$ cat src/rtl/fifo_arb_pkg.sv
// fifo_arb_pkg: shared state encoding and sizing helper for the FIFO write arbiter.
package fifo_arb_pkg;
  typedef enum logic {
    ST_IDLE  = 1'b0,
    ST_GRANT = 1'b1
  } state_e;
  function automatic int cnt_w(input int max_burst);
    return (max_burst <= 1) ? 1 : $clog2(max_burst);
  endfunction
endpackage

$ cat src/rtl/rr_pick.sv
// rr_pick: combinational round-robin search of req starting at index start, wrapping modulo N.
module rr_pick #(
  parameter int N  = 4,
  parameter int IW = 2
) (
  input  logic [N-1:0]  req,
  input  logic [IW-1:0] start,
  output logic [N-1:0]  gnt,
  output logic [IW-1:0] idx,
  output logic          valid
);
  // Scan from the far end back toward start so the closest set bit is written last and wins.
  always_comb begin
    gnt   = '0;
    idx   = '0;
    valid = 1'b0;
    for (int k = N - 1; k >= 0; k--) begin
      if (req[(int'(start) + k) % N]) begin
        gnt                          = '0;
        gnt[(int'(start) + k) % N]   = 1'b1;
        idx                          = IW'((int'(start) + k) % N);
        valid                        = 1'b1;
      end
    end
  end
endmodule

$ cat src/rtl/fifo_wr_arbiter.sv
// fifo_wr_arbiter: round-robin burst arbiter sharing one FIFO write port among N_REQ requesters.
module fifo_wr_arbiter
  import fifo_arb_pkg::*;
#(
  parameter int N_REQ     = 4,
  parameter int WIDTH     = 8,
  parameter int MAX_BURST = 4
) (
  input  logic                   clk,
  input  logic                   asrst_n,
  input  logic [N_REQ-1:0]       req,
  input  logic [N_REQ*WIDTH-1:0] data,
  output logic [N_REQ-1:0]       ack,
  output logic                   fifo_wren,
  output logic [WIDTH-1:0]       fifo_wrdata,
  input  logic                   fifo_full,
  output logic [N_REQ-1:0]       cur_gnt,
  output logic                   busy
);
  localparam int IW = $clog2(N_REQ);
  localparam int CW = cnt_w(MAX_BURST);
  state_e           r_state, w_state_nx;
  logic [N_REQ-1:0] r_gnt, w_gnt_nx, w_pick;
  logic [IW-1:0]    r_gidx, w_gidx_nx, r_ptr, w_ptr_nx, w_start, w_pick_idx, w_gnext;
  logic [CW-1:0]    r_cnt, w_cnt_nx;
  logic             w_valid, w_req_g, w_beat, w_rel;
  assign w_req_g = req[r_gidx];
  assign w_beat  = (r_state == ST_GRANT) && w_req_g && !fifo_full;
  assign w_rel   = (r_state == ST_GRANT) && (!w_req_g || (w_beat && r_cnt == CW'(MAX_BURST - 1)));
  assign w_gnext = (r_gidx == IW'(N_REQ - 1)) ? '0 : r_gidx + IW'(1);
  // While granted the search starts just past the holder, so it is only re-picked when alone.
  assign w_start = (r_state == ST_GRANT) ? w_gnext : r_ptr;
  rr_pick #(.N(N_REQ), .IW(IW)) u_pick (
    .req   (req),
    .start (w_start),
    .gnt   (w_pick),
    .idx   (w_pick_idx),
    .valid (w_valid)
  );
  assign fifo_wren   = w_beat;
  assign fifo_wrdata = w_beat ? data[int'(r_gidx)*WIDTH +: WIDTH] : '0;
  assign ack         = w_beat ? r_gnt : '0;
  assign cur_gnt     = r_gnt;
  assign busy        = (r_state == ST_GRANT);
  always_comb begin
    w_state_nx = r_state;
    w_gnt_nx   = r_gnt;
    w_gidx_nx  = r_gidx;
    w_ptr_nx   = r_ptr;
    w_cnt_nx   = r_cnt;
    if (r_state == ST_IDLE || w_rel) begin
      w_ptr_nx   = w_rel ? w_gnext : r_ptr;
      w_state_nx = w_valid ? ST_GRANT : ST_IDLE;
      w_gnt_nx   = w_valid ? w_pick : '0;
      w_gidx_nx  = w_pick_idx;
      w_cnt_nx   = '0;
    end else if (w_beat) begin
      w_cnt_nx = r_cnt + CW'(1);
    end
  end
  always_ff @(posedge clk or negedge asrst_n) begin
    if (!asrst_n) begin
      r_state <= ST_IDLE;
      r_gnt   <= '0;
      r_gidx  <= '0;
      r_ptr   <= '0;
      r_cnt   <= '0;
    end else begin
      r_state <= w_state_nx;
      r_gnt   <= w_gnt_nx;
      r_gidx  <= w_gidx_nx;
      r_ptr   <= w_ptr_nx;
      r_cnt   <= w_cnt_nx;
    end
  end
endmodule

$ cat config.mk
export PLATFORM = sky130hd
export DESIGN_NAME = fifo_wr_arbiter
export DESIGN_NICKNAME = d
export VERILOG_FILES = /design/src/rtl/fifo_arb_pkg.sv /design/src/rtl/rr_pick.sv /design/src/rtl/fifo_wr_arbiter.sv
export SDC_FILE = /design/constraint.sdc
export NUM_CORES = 1
export LEC_CHECK = 0
export CAP_MARGIN = 0
export CORE_ASPECT_RATIO = 0.8
export CORE_MARGIN = 2
export CORE_UTILIZATION = 43
export CTS_BUF_LIST = sky130_fd_sc_hd__clkbuf_16
export DETAILED_ROUTE_END_ITERATION = 10
export PLACE_DENSITY = 0.79
export REMOVE_ABC_BUFFERS = 1
export SLEW_MARGIN = 10
export SYNTH_ARGS = -nofsm -noshare
export SYNTH_HDL_FRONTEND = slang
export SYNTH_SLANG_ARGS = --single-unit
$ cat constraint.sdc
create_clock -name clk -period 3 [get_ports clk]
set_input_delay 0.6 -clock clk [delete_from_list [all_inputs] [get_ports clk]]
set_output_delay 0.6 -clock clk [all_outputs]
set_load 0.01 [all_outputs]
==> results.yml <==
floorplanning:
  dieArea_sq_mm: 0.00353
  die_x_um: 65.9
  ios: 57
  num_rows: 17
  die_h_um: 53.5
  initial_core_util_pct: 46.6
  coreArea_sq_mm: 0.00283
power:
  power_mw: 2.16
  max-vdd-ir-drop_mv: 0.885
  leakage_nw: 1.01
  cellPowerDensity_mw_per_mm2: 1010
clock_tree:
  cts_buffer_depth: 2
  clock-sinks: 11
  cts_tree: "yes"
  worstSkewPairLatency_ns: 0.24
  cts_root_buf: "clkbuf_16"
  clkTransAtPathRegs_ns: 0.04
  cts_buffers: 3
  htree_num_levels: 1
final_layout:
  nets: 264
  diodes: 0
  layout_common_cells: "clkdlybuf4s50_1, o21ai_0, buf_4"
  final_common_cell: "clkdlybuf4s50_1"
  stdcell_count: 256
  syn_to_final_growth_pct: 61.3
  drive_gt1_share_pct: 18.3
  final_util_pct: 75.1
global_routing:
  grt_use_total_pct: 25.1
  grt_pass1_wl_mm: 6.64
  grt_overflow_total: 0
  grt_start_max_net_pins: 12
  antenna_found_initial: 0
  grt_pass1_vias: 1396
logic_synthesis:
  ys.flop_type: "dfrtp_1"
  yosysWarningCount: 0
  syn_area_sq_mm: 0.00132
  yosysTopAreaCell: "dfrtp_1"
  synth-seq-cells: 11
  synth_edf_count: 0
  ys_seq_area_share_pct: 20.9
  synth_cell_types: 37
  async_reset_ff_share_pct: 100
  synthTopCellsByArea: "dfrtp_1, mux4_2, and2_1, ha_1, o21ai_0"
  avgSynthCellArea_sq_um: 8.78
  synth_top_area_share_pct: 20.9
  synthCells: 150
detailed_routing:
  via_per_inst: 5.94
  drtIter0Drc: 87
  wire_per_inst_um: 16.8
  route.detailed.drc: 0
  postRouteAntennaNets: 0
  drtPass1Iterations: 4
  num_vias: 1521
  routed_wl_mm: 4.29
placed_design:
  hpwl_mm: 3.29
  placedCellCount: 250
  numPortBuffers: 56
  gp_congestion: 0.881
sta:
  finalHoldViolCount: 0
  setup_viol: 0
  worstMarginPinSlew_ns: 0.719
  maxSlewViolCount: 0
  max_slew_margin_pct: 51.9
  whs_ns: 0.505
  rsz0062_at_grt: "no"
  min_period_ns: 2.93
  finalClockSkew_ns: 0.00182
  timing.fmax_mhz: 341
  period_share_pct: 97.7
critical_path:
  cp-start-kind: "input port"
  worstReg2RegEnd: "cur_gnt[0]"
  reg2reg_from: "r_gidx[0]"
  arrival_ns: 2.33
  cp.required_ns: 2.40
  crit_chain: "clkdlybuf4s50_1, mux4_2, nand2_4, nor2_4, and2_1, clkdlybuf4s50_1"
  endpoint_kind: "output port"
  crit_fanout: 6
  startpoint: "req[3]"
  crit_top_cell: "clkdlybuf4s50_1"
  critPathKind: "in -> out"
  slowest_delay_ns: 0.53
  worst_r2r_path_depth: 11
  crit_slowest_cell: "mux4_2"
  worst-r2r-setup-slack_ns: 0.24
flow_run:
  cap_violations: 0
worst_hold_path:
  min_to: "r_ptr[1]"
  hold_path_startpoint: "r_ptr[1]"
  hold_path_class: "reg -> reg"
  holdPathStages: 1
run_status:
  outcome: "completed"
-- kinds of logic (layout without fill, tap and decap cells) --
logic type,after synthesis,after routing,share of synthesized area (%)
AND/OR/NAND/NOR,63,64,26.1
AO/OA/AOI/OAI,41,41,20.4
multiplexers,17,17,22.7
buffers and inverters,12,79,4.18
flip-flops,11,11,20.9
adder cells (fa/ha/maj),6,6,5.70
-- report_power, final --
part	leakage [nW]	switching [mW]	internal, mW
Combinational	0.836	0.837	0.804
Sequential	0.134	0.0587	0.216
Clock	0.0423	0.0654	0.175
Total	1.01	0.961	1.20
-- per-layer routing --
metal	up-vias	part of all wire [%]	GRT usage, %
li1	694	-	-
met5	-	0	0
met1	731	42	31.4
met4	0	1.1	3.47
met2	90	47	43.6
met3	6	11	8.30
-- Yosys cell counts, types with 2 or more instances --
master,n
a211oi_1,2
a21oi_1,3
a22oi_1,6
and2_1,12
clkbuf_1,3
dfrtp_1,11
ha_1,6
inv_1,4
mux2_2,3
mux2i_1,4
mux4_2,10
nand2_1,11
nand2b_1,7
nand3_1,7
nor2_1,14
nor3_1,3
o211ai_1,5
o21ai_0,14
o21ai_1,5
or3_1,2
or3b_1,2
-- timing repair --
| item | CTS | global route |
|---|---|---|
| setup buffers | 0 | 1 |
| gates resized for setup | 5 | 10 |
| hold buffers | 0 | 0 |
| setup endpoints to repair | 13 | 12 |
| gates cloned | 1 | 0 |
| pin swaps | 1 | 0 |
-- state kept, by name, summed over array words and instances, names as in the netlist --
register  count
busy          1
cur_gnt       4
r_cnt         2
r_gidx        2
r_ptr         2
-- worst max-delay path, delay by kind of cell --
| kind | cells | cell delay (ns) |
|---|---|---|
| buffers and inverters | 2 | 0.88 |
| and+or+nand+nor | 3 | 0.32 |
| muxes | 1 | 0.53 |
-- stage by stage --
| stage | area, sq um | setup TNS (ns) | setup slack (ns) |
|---|---|---|---|
| after floorplan | 1280 | -0.105 | -0.105 |
| after detailed placement | 1990 | -3.65 | -0.307 |
| after CTS | 2090 | 0 | 0.00850 |
| after global routing | 2120 | 0 | 0.000357 |
| after global placement | 1990 | -2.77 | -0.225 |
| final | 2120 | 0 | 0.0686 |
-- layout make-up --
class                      instances  area [sq um]
timing repair buffer              70           691
sequential                        11           275
clock buffer                       3          75.1
multi-input combinational        128          1010
fill                             202           704
clock inverter                     1          3.75
inverter                           5          18.8
tap                               38          47.5
-- worst max path at each step --
stage	endpoint	slack, ns	depth (start not counted)
after floorplan	r_gidx[0]	-0.11	9
after global placement	fifo_wrdata[1]	-0.22	6
after detailed placement	ack[0]	-0.31	6
after CTS	ack[0]	0.008	6
after global routing	fifo_wrdata[5]	0.0004	6
final	fifo_wrdata[5]	0.07	6
(Power assumes the default switching activity.)
